--- config.mk ---
export PLATFORM = sky130hd
export DESIGN_NAME = dht11_emulator
export DESIGN_NICKNAME = d
export VERILOG_FILES = /design/src/rtl/dht11_emulator.sv
export SDC_FILE = /design/constraint.sdc
export NUM_CORES = 1
export LEC_CHECK = 0
export CAP_MARGIN = 20
export CORE_UTILIZATION = 54
export CTS_CLUSTER_SIZE = 20
export DETAILED_ROUTE_END_ITERATION = 16
export PLACE_DENSITY = 0.79
export SLEW_MARGIN = 5
export SYNTH_ARGS = -nofsm -noshare
export SYNTH_HDL_FRONTEND = slang
export SYNTH_SLANG_ARGS = --single-unit
--- constraint.sdc ---
create_clock -name clk -period 2.6 [get_ports clk]
set_input_delay 0.65 -clock clk [delete_from_list [all_inputs] [get_ports clk]]
set_output_delay 0.65 -clock clk [all_outputs]
set_load 0.02 [all_outputs]
--- src/rtl/dht11_emulator.sv ---
// dht11_emulator: the sensor end of the DHT11 single-wire protocol.
// It waits for a long host low pulse, then answers with the response
// preamble, 40 data bits (humidity, 0, temperature, 0, checksum) and an
// end pulse, driving the open-drain bus through dht_drive_low.
module dht11_emulator #(
  parameter int CLKS_PER_US    = 50,
  parameter int T_START_MIN_US = 18000,
  parameter int T_WAIT_US      = 30,
  parameter int T_RESP_LOW_US  = 80,
  parameter int T_RESP_HIGH_US = 80,
  parameter int T_BIT_LOW_US   = 50,
  parameter int T_ZERO_HIGH_US = 26,
  parameter int T_ONE_HIGH_US  = 70
) (
  input  logic       clk,
  input  logic       rst,
  input  logic       dht_in,
  input  logic [7:0] temperature,
  input  logic [7:0] humidity,
  output logic       dht_drive_low,
  output logic       busy,
  output logic       frame_done
);

  function automatic int max2(input int a, input int b);
    return (a > b) ? a : b;
  endfunction

  localparam int START_CYC     = T_START_MIN_US * CLKS_PER_US;
  localparam int WAIT_CYC      = T_WAIT_US * CLKS_PER_US;
  localparam int RESP_LOW_CYC  = T_RESP_LOW_US * CLKS_PER_US;
  localparam int RESP_HIGH_CYC = T_RESP_HIGH_US * CLKS_PER_US;
  localparam int BIT_LOW_CYC   = T_BIT_LOW_US * CLKS_PER_US;
  localparam int ZERO_CYC      = T_ZERO_HIGH_US * CLKS_PER_US;
  localparam int ONE_CYC       = T_ONE_HIGH_US * CLKS_PER_US;

  // One counter serves both as the host-low measurement and the phase timer,
  // so it must be wide enough for the longest of them.
  localparam int MAX_CYC = max2(START_CYC,
                                max2(max2(WAIT_CYC, RESP_LOW_CYC),
                                     max2(max2(RESP_HIGH_CYC, BIT_LOW_CYC),
                                          max2(ZERO_CYC, ONE_CYC))));
  localparam int CNT_W   = $clog2(MAX_CYC + 1);

  localparam logic [CNT_W-1:0] START_LIM      = CNT_W'(START_CYC);
  localparam logic [CNT_W-1:0] WAIT_LAST      = CNT_W'(WAIT_CYC - 1);
  localparam logic [CNT_W-1:0] RESP_LOW_LAST  = CNT_W'(RESP_LOW_CYC - 1);
  localparam logic [CNT_W-1:0] RESP_HIGH_LAST = CNT_W'(RESP_HIGH_CYC - 1);
  localparam logic [CNT_W-1:0] BIT_LOW_LAST   = CNT_W'(BIT_LOW_CYC - 1);
  localparam logic [CNT_W-1:0] ZERO_LAST      = CNT_W'(ZERO_CYC - 1);
  localparam logic [CNT_W-1:0] ONE_LAST       = CNT_W'(ONE_CYC - 1);

  typedef enum logic [2:0] {
    IDLE,
    HOST_LOW,
    WAIT,
    RESP_LOW,
    RESP_HIGH,
    BIT_LOW,
    BIT_HIGH,
    END_LOW
  } state_t;

  state_t            state;
  logic [1:0]        sync_q;
  logic              bus_level;
  logic [CNT_W-1:0]  cnt;
  logic [CNT_W-1:0]  phase_last;
  logic              phase_end;
  logic [5:0]        bit_idx;
  logic [39:0]       frame_bits;
  logic [7:0]        checksum;

  assign bus_level = sync_q[1];
  assign checksum  = humidity + temperature;
  assign phase_end = (cnt == phase_last);

  // Two-flop synchronizer for the bus; it resets to the idle (high) level so
  // leaving reset never looks like the start of a host pulse.
  always_ff @(posedge clk or negedge rst) begin
    if (!rst) begin
      sync_q <= 2'b11;
    end else begin
      sync_q <= {sync_q[0], dht_in};
    end
  end

  // Last count value of the current timed phase; a bit's released time
  // depends on the value of the bit being sent.
  always_comb begin
    phase_last = '0;
    case (state)
      WAIT:      phase_last = WAIT_LAST;
      RESP_LOW:  phase_last = RESP_LOW_LAST;
      RESP_HIGH: phase_last = RESP_HIGH_LAST;
      BIT_LOW:   phase_last = BIT_LOW_LAST;
      BIT_HIGH:  phase_last = frame_bits[bit_idx] ? ONE_LAST : ZERO_LAST;
      END_LOW:   phase_last = BIT_LOW_LAST;
      default:   phase_last = '0;
    endcase
  end

  // Protocol sequencer; outputs are updated on the same edge as the state so
  // the bus drive switches cleanly at every phase boundary.
  always_ff @(posedge clk or negedge rst) begin
    if (!rst) begin
      state         <= IDLE;
      cnt           <= '0;
      bit_idx       <= '0;
      frame_bits    <= '0;
      dht_drive_low <= 1'b0;
      busy          <= 1'b0;
      frame_done    <= 1'b0;
    end else begin
      frame_done <= 1'b0;
      case (state)
        IDLE: begin
          if (!bus_level) begin
            state <= HOST_LOW;
            cnt   <= '0;
          end
        end
        HOST_LOW: begin
          if (!bus_level) begin
            if (cnt != '1) cnt <= cnt + 1'b1;
          end else if (cnt >= START_LIM) begin
            frame_bits <= {humidity, 8'h00, temperature, 8'h00, checksum};
            busy       <= 1'b1;
            state      <= WAIT;
            cnt        <= '0;
          end else begin
            state <= IDLE;
          end
        end
        WAIT: begin
          if (phase_end) begin
            state         <= RESP_LOW;
            cnt           <= '0;
            dht_drive_low <= 1'b1;
          end else cnt <= cnt + 1'b1;
        end
        RESP_LOW: begin
          if (phase_end) begin
            state         <= RESP_HIGH;
            cnt           <= '0;
            dht_drive_low <= 1'b0;
          end else cnt <= cnt + 1'b1;
        end
        RESP_HIGH: begin
          if (phase_end) begin
            state         <= BIT_LOW;
            cnt           <= '0;
            bit_idx       <= 6'd39;
            dht_drive_low <= 1'b1;
          end else cnt <= cnt + 1'b1;
        end
        BIT_LOW: begin
          if (phase_end) begin
            state         <= BIT_HIGH;
            cnt           <= '0;
            dht_drive_low <= 1'b0;
          end else cnt <= cnt + 1'b1;
        end
        BIT_HIGH: begin
          if (phase_end) begin
            cnt           <= '0;
            dht_drive_low <= 1'b1;
            if (bit_idx == 6'd0) begin
              state <= END_LOW;
            end else begin
              bit_idx <= bit_idx - 6'd1;
              state   <= BIT_LOW;
            end
          end else cnt <= cnt + 1'b1;
        end
        END_LOW: begin
          if (phase_end) begin
            state         <= IDLE;
            cnt           <= '0;
            dht_drive_low <= 1'b0;
            busy          <= 1'b0;
            frame_done    <= 1'b1;
          end else cnt <= cnt + 1'b1;
        end
        default: begin
          state         <= IDLE;
          cnt           <= '0;
          dht_drive_low <= 1'b0;
          busy          <= 1'b0;
        end
      endcase
    end
  end

endmodule

== After elaboration in Yosys (flattened, before gate mapping) ==
Cells that the tools add are included.
Storage, ports and cells
  register bits after elaboration: 58
  input port bits: 19
  output and inout port bits: 3
  word-level logic and storage cells: 85
Cells by class
  add/subtract/negate cells: 3
  $lt $le $gt $ge: 2
  eq/ne operators: 23
  mux-type cells: 33
  reduce and logical (&&, ||, !) cells: 16
Operator list (number)
  $mux 20: 5
  $pmux 20 s3: 1
  $pmux 12 s4: 1
  $mux 3: 8
  $pmux 3 s8: 1
  $add 20x1->20 const B: 1
  $eq 20x20->1: 1
  $ge 20x20->1 const B: 1
  $ne 2x2->1 const B: 10
  $ne 20x20->1 const B: 1
  $mux 6: 3
  $eq 3x3->1 const B: 4
  $mux 12: 1
  $pmux 6 s2: 1
  $reduce_and 3->1: 3
  $add 8x8->8: 1
  $reduce_and 4->1: 2
  $reduce_and 8->1: 1
  $lt 6x7->1 const B: 1
  $mux 1: 7
  $bmux 1 s6: 1
  $eq 3x2->1 const B: 2
  $logic_not 6->1: 1
  $ne 3x3->1 const B: 2
  10 further kinds: 17

== Depth between registers and ports, before layout ==
Gate-level depths: netlist of run 1.
  depth in word-level cells: 7
  mapped depth: 11
  gate-level depth less buffers: 11

== Least setup slack after synthesis of run 1 ==
OpenSTA, ideal clock, no wires.
  path type: flip-flop to flip-flop
  start: register bit_idx[0]
  end: register bit_idx[5]
  library setup time: 129 ps
  arrival: 2371 ps
  required time: 2471 ps
  slack: 99 ps
  stages on the path, launching flop included: 10
  path buffers: 1
  clock period less this slack: 2501 ps
  cells stage by stage: dfrtp_1 > buf_6 > mux4_2 > mux2i_1 > nor4b_2 > o21bai_1 > mux2i_1 > nand4_2 > or2_1 > o41a_1
Between the ends
  cells in the longest elaborated chain, start to end: 7
  elaborated cells between the ends (all ways): 14
  classes of those cells: add/sub (1); eq/ne (4); mux (7); reduce/logical (2)
RTL lines
  start: declaration: line 70  | logic [5:0] bit_idx;
  start signal: assignment: line 171  | bit_idx <= bit_idx - 6'd1;
  $bmux 1 s6: line 97  | BIT_HIGH: phase_last = frame_bits[bit_idx] ? ONE_LAST : ZERO_LAST;
  $mux 1 (implied by the code): line 97
  $mux 12: line 97
  $pmux 12 s4: line 92  | case (state)
  $eq 20x20->1: line 76  | assign phase_end = (cnt == phase_last);
  $ne 2x2->1 (no source line)
  $reduce_and 4->1 (no source line)
Parallel ways exist; a longest one is shown, timed or not. The select of a mux whose other input is x is not followed.
A chain may end at the register's enable or synchronous reset.

== Worst setup path in the final report of run 1 ==
  start: register bit_idx[0]
  end: register cnt[4]
Between the ends
  cells in the longest elaborated chain, start to end: 7
RTL lines
  $bmux 1 s6: line 97
  $mux 1 (implied by the code): line 97
  $mux 12: line 97
  $pmux 12 s4: line 92
  $eq 20x20->1: line 76
  $mux 20
  $pmux 20 s3: line 116  | case (state)
  end signal: assignment: line 140  | end else cnt <= cnt + 1'b1;
  end signal: assignment: line 147  | end else cnt <= cnt + 1'b1;
  end signal: assignment: line 162  | end else cnt <= cnt + 1'b1;
  end: declaration: line 67  | logic [CNT_W-1:0] cnt;
Every way passes these cells. The select of a mux whose other input is x is not followed.

==> metrics.md, run 1 <==
| Metric | Value |
|---|---|
| Status | `finished, violations left` |
| Failing checks | `negative setup slack` |
| Worst-Margin Slew | `between 0.5 and 0.6 ns` |
| Post-layout power | `about 2.1 mW` |
| # diodes | `0` |
| Asr flop ratio synth | `1.00` |
| Slew Limit Fails | `0` |
| Arr. time, crit path | `3.08 ns` |
| Maxcap violations | `0` |
| # nets final | `504` |
| Multi-input gate area | `between 2000 and 2500 um2` |
| Clock buffer count from CTS | `9` |
| Detailed placement HPWL | `between 6000 and 7000 um` |
| GPL Wtd Cong | `around 0.95` |
| Core ar. | `about 6400 um2` |
| Post-route minimum period | `2.84 ns` |
| Area Overhead vs Synth | `27.2%` |
| Final worst slack | `-0.245 ns` |
| Clock Skew | `0.00893 ns` |
| Cell variety after synth | `56` |
| Placed Area | `4090 um2` |
| Critical path launch point | `bit_idx[0]$_DFFE_PN0P_` |
| Die X | `approximately 83 um` |
| Synth Cell Area | `3570 um2` |
| Die area | `approximately 6900 um2` |
| IO Port Bufs | `21` |
| Initial antenna violation count | `0` |
| Setup Viol. Count Final | `29` |
| Fmax | `roughly 350 MHz` |
| Unrepaired setup endpoints after global routing | `true` |
| Leak | `a little under 2 nW` |
| Simple-Gate Fraction of Synth Area | `0.250` |
| Remaining global-route overflow | `0` |
| Clock sink count | `58` |
| Crit start category | `register` |
| Synth Area in Adders | `0.0406` |
| Avg Inst Size Synth | `8.61 um2` |
| FF-to-FF path depth | `10` |
| R2r startpoint | `bit_idx[0]$_DFFE_PN0P_` |
| Hold crit path type | `input pin to async pin` |
| Remaining DRCs | `0` |
| Initial Util | `0.560` |
| CTS HTree Levels | `3` |
| CP Data Required Time | `between 2 and 3 ns` |
| Clk buf depth | `2` |
| EDFF count, synth | `0` |
| WL final | `~9000 um` |
| Syn Nets | `445` |
| CP Capture Type | `register` |
| Compound-gate portion of the synthesized area | `0.154` |
| CP Max Fanout | `7` |
| Largest net degree at the start of global routing | `34` |
| GRT Total Usage | `0.277` |
| # IOs | `22` |
| Main synth FF type | `dfrtp_1` |
| Post-synthesis mux area share | `0.0599` |
| WL/cell | `around 16 um` |
| Hold-fix buffers at CTS | `0` |
| Die Y | `about 83 um` |
| Fin. Hold Viols | `0` |
| Worst ir drop on vdd | `just over 0.5 mV` |
| CTS tree | `built` |
| Clock root buffer master | `clkbuf_8` |
| Fill cell count | `447` |
| Post-route ant nets | `0` |
| Final Cell Area | `~4500 um2` |
| Vias in the first global route | `between 3k and 4k` |
| Share of synthesized area occupied by flip-flops and latches | `0.407` |
| Largest family of logic cells by synthesized area | `simple AND/OR/NAND/NOR gates` |
| XOR/XNOR share of the synthesized area | `0.0441` |
| First-pass GRT wire length | `roughly 15,000 um` |
| Register area | `approximately 1500 um2` |
| Via count | `between 3k and 4k` |
| Worst-skew pair later-pin latency | `~0.35 ns` |
| PD cells | `about 460 nW/um2` |
| Initial DRC count | `about 310` |
| Via density | `approximately 6.0` |
| Post-Syn Instances | `slightly above 400` |
| Clock-pin slew on the worst setup and hold paths | `about 0.07 ns` |
| Warnings, synthesis | `0` |
| First-pass DRT Iterations | `6` |
| Rel. slew slack | `0.610` |
| Kind of critical path | `register to register` |
| Share of cells above drive strength 1 | `0.215` |
| Rows | `29` |
| FF+latch count, synth | `58` |
| Post-route clock period utilization | `1.09` |
cell usage in the layout, fill, tap and decap left out, drive strengths merged, types with 4 or more instances in the layout:
| cell | n |
|---|---|
| nand2b | 5 |
| xnor2 | 8 |
| clkbuf | 10 |
| o21ai | 22 |
| nor3 | 6 |
| dfrtp | 56 |
| o41ai | 4 |
| o22ai | 4 |
| a21oi | 20 |
| buf | 51 |
| nand3b | 4 |
| mux4 | 5 |
| nor2 | 38 |
| nor4 | 5 |
| clkdlybuf4s50 | 20 |
| or2 | 4 |
| o31ai | 8 |
| ha | 10 |
| nand2 | 85 |
| mux2i | 9 |
| and3 | 6 |
| xor2 | 10 |
| inv | 17 |
| a31oi | 6 |
| o21bai | 4 |
| nand3 | 12 |
| nand4 | 8 |
per-stage QoR:
stage               utilization  cells  setup TNS (ns)  setup slack, ns  hold WS (ns)
floorplan                     -    415               0           0.0995         0.345
global placement          0.640    531          -0.932           -0.126         0.345
detailed placement        0.640    531           -4.84           -0.298         0.353
CTS                       0.692    552           -1.45           -0.131         0.156
global route              0.712    556           -6.39           -0.315         0.162
finish                    0.712    556           -4.16           -0.245         0.158
power by group:
| part | leakage [nW] | internal (mW) | switching (mW) | total, mW |
|---|---|---|---|---|
| registers | 0.673 | 0.908 | 0.00527 | 0.913 |
| clock network | 0.109 | 0.566 | 0.389 | 0.956 |
| logic | 1.20 | 0.107 | 0.113 | 0.219 |
| total | 1.98 | 1.58 | 0.507 | 2.09 |
cell usage after synthesis, types with 4 or more instances:
library cell   n  area share
nor2_1        37       0.039
nand4_1        7       0.012
nor3_1         6      0.0084
nand2_1       85       0.089
o41ai_1        4      0.0098
clkbuf_1      18       0.019
xor2_1        10       0.025
o21bai_1       4      0.0084
mux4_2         5       0.032
a21oi_1       19       0.027
nor4_1         5      0.0088
inv_1         16       0.017
nand3_1       12       0.017
nand3b_1       4      0.0084
mux2i_1        9       0.025
xnor2_1        8       0.020
ha_1          10       0.035
buf_2          4      0.0056
and3_1         6       0.011
o21ai_0       21       0.029
a31oi_1        6       0.011
o31ai_1        8       0.017
nand2b_1       5      0.0088
dfrtp_1       56        0.39
o22ai_1        4      0.0070
layout make-up:
class	instances	share of cell area
Tap cell	77	0.0212
Sequential cell	58	0.320
Clock buffer	10	0.0303
Multi-Input combinational cell	318	0.460
Inverter	16	0.0132
Clock inverter	6	0.0195
Timing Repair Buffer	71	0.136
worst paths after layout:
path,slack (ns),to
worst max-delay path,-0.24,cnt[4]$_DFFE_PN0P_
worst min-delay path,0.16,frame_bits[18]$_DFFE_PN0P_
worst max register to register,-0.24,cnt[4]$_DFFE_PN0P_
worst min register to register,0.37,sync_q[1]$_DFF_PN1_
max in group asynchronous,1.78,bit_idx[0]$_DFFE_PN0P_
min in group clk,0.37,sync_q[1]$_DFF_PN1_
registers in the layout (all words and copies together) (netlist names):
name,cells
dht_drive_low,1
frame_done,1
sync_q,2
cnt,20
state,3
frame_bits,24
bit_idx,6
busy,1
routing by layer:
metal,share of wire,GRT usage
met1,0.43,0.374
met4,0.022,0.110
met2,0.48,0.435
met3,0.064,0.0626
met5,0,0
logic make-up (layout without fill, tap and decap cells):
| kind of cell | count (synthesis) | count (layout) |
|---|---|---|
| buffers and inverters | 39 | 103 |
| and+or+nand+nor | 189 | 189 |
| AOI/OAI and AO/OA | 85 | 85 |
| muxes | 15 | 15 |
| DFF | 58 | 58 |
| xor gates and xnor gates | 18 | 18 |
| adders and majority gates | 11 | 11 |
timing repair:
action | in CTS | in global routing
buffers inserted | 5 | 3
resized for setup | 16 | 21
endpoints found under the setup margin | 29 | 29
pin swaps | 8 | 9
cloned | 0 | 1
worst max-delay path, cell delays in order, from the launching register on:
cell	delay (ns)
dfrtp_2	0.50
mux4_2	0.38
mux2i_2	0.08
nor4b_2	0.42
o21bai_1	0.21
mux2i_2	0.32
nand4_4	0.20
buf_4	0.20
buf_6	0.12
a31oi_1	0.23
nor2_1	0.06
Note: power is estimated with default switching activity, not from simulation.
==> run 2, diff against run 1 <==
--- a/config.mk
+++ b/config.mk
@@ -10,6 +10,7 @@
 export CTS_CLUSTER_SIZE = 20
 export DETAILED_ROUTE_END_ITERATION = 16
 export PLACE_DENSITY = 0.79
+export SETUP_SLACK_MARGIN = 0.2
 export SLEW_MARGIN = 5
 export SYNTH_ARGS = -nofsm -noshare
 export SYNTH_HDL_FRONTEND = slang
==> run 2 against run 1 <==
Net effect: the run still ends with negative setup slack left; hold slack improved by 0.13 ns; clock skew is 0.0039 ns higher; die area stayed put; sequential share of layout area rose by 0.38 points; fmax up 4.5%; via count decreased by 2.0%; routed wire length down 0.81%.
==> metrics.md, run 2 (synthesis results as in run 1) <==
| Metric | Value |
|---|---|
| # nets final | `494` |
| Sw frac | `0.267` |
| WL met3 | `578 um` |
| Setup WS pre-CTS | `-0.281 ns` |
| Share of cells above drive strength 1 | `0.224` |
| Remaining global-route overflow | `0` |
| CTS tree | `built` |
| Failing checks | `negative setup slack` |
| CP peak stage delay | `approximately 0.55 ns` |
| CP Capture Type | `register` |
| Multi-input gate area | `roughly 2200 um2` |
| Area Overhead vs Synth | `25.8%` |
| Cell-internal power | `approximately 1.4 mW` |
| Worst-skew pair later-pin latency | `~0.35 ns` |
| Fmax | `roughly 370 MHz` |
| Hold crit path type | `input pin to async pin` |
| Clock group share of total power | `0.394` |
| # diodes | `0` |
| CP delay by family, top | `multiplexers` |
| Crit-path most repeated cell | `buf_6` |
| Vias in the first global route | `just over 3k` |
| IO Port Bufs | `21` |
| Post-route minimum period | `~2.7 ns` |
| WL/cell | `roughly 17 um` |
| Die Y | `83.4 um` |
| Post-layout power | `~1.9 mW` |
| Register area | `about 1500 um2` |
| Metal2 WL | `roughly 4300 um` |
| Via density | `approximately 6` |
| Max reg flops | `24` |
| Arr. time, crit path | `approximately 2.9 ns` |
| Reg power frac | `0.483` |
| Clock sink count | `58` |
| Switching power | `approximately 0.50 mW` |
| CP Max Fanout | `8` |
| Fin Hold WS | `around 0.28 ns` |
| Hold-fix buffers at CTS | `0` |
| Clock Skew | `0.0129 ns` |
| First-pass GRT wire length | `15,000 um` |
| Worst-Margin Slew | `0.520 ns` |
| Unrepaired setup endpoints after global routing | `true` |
| Status | `finished, violations left` |
| Post-route ant nets | `0` |
| CP Data Required Time | `about 2.8 ns` |
| Slew Limit Fails | `0` |
| Core ar. | `6390 um2` |
| Die area | `about 7000 um2` |
| Fill cell count | `~480` |
| Crit start category | `register` |
| Kind of critical path | `register to register` |
| Slowest CP cell | `mux4_2` |
| GRT Total Usage | `0.274` |
| Worst ir drop on vdd | `0.335 mV` |
| WL final | `roughly 9000 um` |
| Rows | `29` |
| Clock buffer count from CTS | `9` |
| Detailed placement HPWL | `around 6300 um` |
| Clock-pin slew on the worst setup and hold paths | `about 0.080 ns` |
| Initial DRC count | `approximately 300` |
| Fin util | `0.704` |
| PD cells | `between 400 and 500 nW/um2` |
| Leak | `roughly 1.9 nW` |
| Remaining DRCs | `0` |
| Buffer and inverter count on the worst path | `2` |
| Gate power share | `0.123` |
| Largest net degree at the start of global routing | `59` |
| Maxcap violations | `0` |
| First-pass DRT Iterations | `5` |
| Final worst slack | `-0.122 ns` |
| Clock root buffer master | `clkbuf_8` |
| Die X | `around 83 um` |
| Initial antenna violation count | `0` |
| Setup TNS | `-1.51 ns` |
| Initial Util | `0.560` |
| Setup Viol. Count Final | `26` |
| Post-route clock period utilization | `1.05` |
| Uppermost layer routed | `met4` |
| Rel. slew slack | `0.652` |
| WL met1 | `between 4000 and 5000 um` |
| GPL Wtd Cong | `0.932` |
| Fin. Hold Viols | `0` |
| Via count | `between 3k and 4k` |
| Largest registers | `frame_bits (24), cnt (20), bit_idx (6)` |
| Most common cell after layout, fill and taps aside | `nand2_1` |
| Worst-path cell chain | `mux4_2 -> mux2_2 -> nor2_4 -> o21bai_1 -> mux2i_1 -> nand4_2 -> buf_6 -> buf_6 -> o2111ai_2 -> o41ai_2` |
| CTS HTree Levels | `3` |
| # IOs | `22` |
| Most frequent cells in the layout | `nand2_1 (84), dfrtp_1 (54), nor2_1 (36)` |
| Register bank with the most flops | `frame_bits` |
| Clk buf depth | `2` |
## run 2: stage by stage
step           cell area [um2]  std cells
4_1_cts                   4370        545
3_3_place_gp              4060        526
2_1_floorplan             3570        415
6_report                  4500        546
3_5_place_dp              4060        526
5_1_grt                   4500        546
## run 2: layer usage
metal,track usage,vias to the layer above
met5,0,-
li1,-,1571
met3,0.0586,13
met1,0.390,1568
met2,0.417,142
met4,0.0909,0
## run 2: what timing repair did
| action | in CTS | in global routing |
|---|---|---|
| buffers inserted | 3 | 1 |
| pin swaps | 12 | 12 |
| resized for setup | 28 | 27 |
| setup endpoints to repair | 30 | 32 |
## run 2: worst reg2reg max path, cell delays in order, from the launching register on
cell and delay, ns:
dfrtp_2 0.52, mux4_2 0.55, mux2_2 0.30, nor2_4 0.14, o21bai_1 0.10, mux2i_1 0.20
nand4_2 0.17, buf_6 0.19, buf_6 0.13, o2111ai_2 0.19, o41ai_2 0.09
## run 2: area by class of cell
| cell class | instances | share of cell area |
|---|---|---|
| inverter | 16 | 0.0134 |
| sequential | 58 | 0.324 |
| timing repair buffer | 61 | 0.123 |
| clock inverter | 5 | 0.00668 |
| clock buffer | 11 | 0.0314 |
| multi-input combinational | 318 | 0.480 |
| tap | 77 | 0.0214 |
## run 2: path summary, 6_finish.rpt
kind	slack [ns]	start	end	depth (start not counted)
worst min register to register	0.38	sync_q[0]$_DFF_PN1_	sync_q[1]$_DFF_PN1_	0
max in group asynchronous	1.99	rst	sync_q[1]$_DFF_PN1_	2
worst max register to register	-0.12	bit_idx[0]$_DFFE_PN0P_	cnt[16]$_DFFE_PN0P_	10
worst max-delay path	-0.12	bit_idx[0]$_DFFE_PN0P_	cnt[16]$_DFFE_PN0P_	10
worst min-delay path	0.28	rst	cnt[2]$_DFFE_PN0P_	2
min in group clk	0.38	sync_q[0]$_DFF_PN1_	sync_q[1]$_DFF_PN1_	0
## run 2: power groups by stage
stage / Combinational (mW) / Clock, mW / Sequential, mW
after floorplan: 0.0919 / 0 / 0.929
after global placement: 0.192 / 0 / 0.931
after detailed placement: 0.195 / 0 / 0.931
after CTS: 0.217 / 0.751 / 0.914
after global routing: 0.258 / 0.788 / 0.914
final: 0.233 / 0.746 / 0.914
==> run 3, diff against run 2 <==
--- a/config.mk
+++ b/config.mk
@@ -6,6 +6,7 @@
 export NUM_CORES = 1
 export LEC_CHECK = 0
 export CAP_MARGIN = 20
+export CORE_MARGIN = 4
 export CORE_UTILIZATION = 54
 export CTS_CLUSTER_SIZE = 20
 export DETAILED_ROUTE_END_ITERATION = 16
==> run 3 against run 2 <==
Net effect: the flow still finishes with violations (negative setup slack); power grew 1.4%; die area grew 15%; sequential share of layout area decreased by 1.0 points; highest routed layer unchanged; first-iteration DRC count is 74% higher.
==> metrics.md, run 3 (synthesis results as in run 1) <==
| Metric | Value |
|---|---|
| First-pass DRT Iterations | `8` |
| Hold crit path type | `input pin to async pin` |
| Rel. slew slack | `0.630` |
| Remaining global-route overflow | `0` |
| Post-route ant nets | `0` |
| Switching power | `0.523 mW` |
| Critical path launch point | `bit_idx[0]$_DFFE_PN0P_` |
| Core ar. | `roughly 6400 um2` |
| Clock group share of total power | `0.398` |
| Share of cells above drive strength 1 | `0.248` |
| Max reg flops | `24` |
| Slowest CP cell | `dfrtp_2` |
| Gate power share | `0.127` |
| # IOs | `22` |
| Crit-path most repeated cell | `buf_4` |
| Clock sink count | `a little under 60` |
| Setup Viol. Count Final | `29` |
| Clock Skew | `0.00922 ns` |
| Leak | `2.04 nW` |
| Fmax | `roughly 350 MHz` |
| # diodes | `0` |
| Failing checks | `negative setup slack` |
| CTS HTree Levels | `3` |
| Post-route minimum period | `~2.9 ns` |
| R2r startpoint | `bit_idx[0]$_DFFE_PN0P_` |
| CP Data Required Time | `between 2 and 3 ns` |
| WL final | `slightly below 10,000 um` |
| Register bank with the most flops | `frame_bits` |
| # nets final | `approximately 500` |
| Slew Limit Fails | `0` |
| Cell-internal power | `around 1.4 mW` |
| Largest net degree at the start of global routing | `34` |
| Setup WS pre-CTS | `-0.294 ns` |
| Reg power frac | `0.476` |
| Die X | `between 80 and 90 um` |
| Area Overhead vs Synth | `30.0%` |
| Via density | `6.13` |
| Vias in the first global route | `between 3k and 4k` |
| Fin util | `0.728` |
| Remaining DRCs | `0` |
| IO Port Bufs | `21` |
| Fin. Hold Viols | `0` |
| CTS tree | `built` |
| Most frequent cells in the layout | `nand2_1 (85), dfrtp_1 (54), buf_4 (47)` |
| Worst-skew pair later-pin latency | `0.35 ns` |
| Clock root buffer master | `clkbuf_8` |
| Post-route clock period utilization | `1.11` |
| GPL Wtd Cong | `approximately 0.91` |
| Die area | `about 8000 um2` |
| Clk buf depth | `2` |
| Buffer and inverter count on the worst path | `3` |
| Sw frac | `0.273` |
| Clock buffer count from CTS | `9` |
| GRT Total Usage | `0.247` |
| Largest registers | `frame_bits (24), cnt (20), bit_idx (6)` |
| Kind of critical path | `register to register` |
| Initial DRC count | `524` |
| Final worst slack | `-0.287 ns` |
| Maxcap violations | `0` |
| Detailed placement HPWL | `6520 um` |
| Status | `finished, violations left` |
| Crit start category | `register` |
| Rows | `29` |
| Worst-path cell chain | `buf_4 -> mux2i_1 -> or3_1 -> a41o_2 -> o21bai_4 -> mux2i_2 -> nand4_4 -> buf_6 -> buf_4 -> o2111ai_2 -> o41ai_2` |
| WL/cell | `~17 um` |
| Via count | `roughly 3.4k` |
| Worst ir drop on vdd | `about 0.34 mV` |
| CP peak stage delay | `about 0.49 ns` |
| Initial Util | `0.560` |
| CP delay by family, top | `compound AO/OA/AOI/OAI gates` |
| Arr. time, crit path | `around 3.1 ns` |
| Worst-Margin Slew | `around 0.55 ns` |
| PD cells | `between 400 and 500 nW/um2` |
| Initial antenna violation count | `0` |
| Clock-pin slew on the worst setup and hold paths | `0.07 ns` |
| Die Y | `89.4 um` |
| CP Max Fanout | `8` |
| CP Capture Type | `register` |
| Most common cell after layout, fill and taps aside | `nand2_1` |
| Fill cell count | `about 440` |
| First-pass GRT wire length | `between 15,000 and 20,000 um` |
| Unrepaired setup endpoints after global routing | `true` |
## run 3: cell count changes in the layout (fill, tap and decap cells not counted), moves of 2 or more
cell	before	now
buf_4	32	47
clkinv_4	0	2
o21ai_1	2	6
o21ai_2	3	1
o41ai_2	4	2
## run 3: layer usage
layer  wire [um]  GRT usage
met1        4470      0.364
met2        4470      0.371
met3         698     0.0406
met4          98     0.0812
met5           0          0
## run 3: through the flow
stage               hold WS [ns]  setup TNS, ns  power [mW]  cell area, um2  cells
floorplan                  0.345              0        1.02            3570    415
global placement           0.347          -1.27        1.12            4090    531
detailed placement         0.347          -4.88        1.12            4090    531
CTS                        0.234          -1.67        1.90            4450    554
global route               0.251          -9.24        1.99            4650    561
finish                     0.213          -6.15        1.92            4650    561
## run 3: power groups by stage
stage	Combinational, mW	Clock [mW]	Sequential, mW
2_1_floorplan	0.0919	0	0.929
6_report	0.243	0.763	0.913
3_3_place_gp	0.185	0	0.930
5_1_grt	0.267	0.809	0.914
4_1_cts	0.216	0.766	0.913
3_5_place_dp	0.192	0	0.930
## run 3: final cells by class
class / instances / area, um2 / area share
sequential: 58 / 1460 / 0.313
timing repair buffer: 76 / 657 / 0.141
clock buffer: 10 / 138 / 0.0296
inverter: 16 / 60.1 / 0.0129
multi-input combinational: 318 / 2200 / 0.473
tap: 77 / 96.3 / 0.0207
clock inverter: 6 / 42.5 / 0.00915
## run 3: repair_timing
item | CTS | global route
pin swaps | 13 | 15
hold buffers | 0 | 0
buffers inserted | 7 | 7
gates resized for setup | 26 | 35
endpoints found under the setup margin | 29 | 32
## run 3: worst paths after layout
| kind | endpoint | slack [ns] | cells past startpoint |
|---|---|---|---|
| worst max-delay path | cnt[16]$_DFFE_PN0P_ | -0.29 | 11 |
| worst min-delay path | cnt[3]$_DFFE_PN0P_ | 0.21 | 1 |
| worst max register to register | cnt[16]$_DFFE_PN0P_ | -0.29 | 11 |
| worst min register to register | sync_q[1]$_DFF_PN1_ | 0.36 | 0 |
| max in group asynchronous | sync_q[1]$_DFF_PN1_ | 1.70 | 2 |
| min in group clk | sync_q[1]$_DFF_PN1_ | 0.36 | 0 |
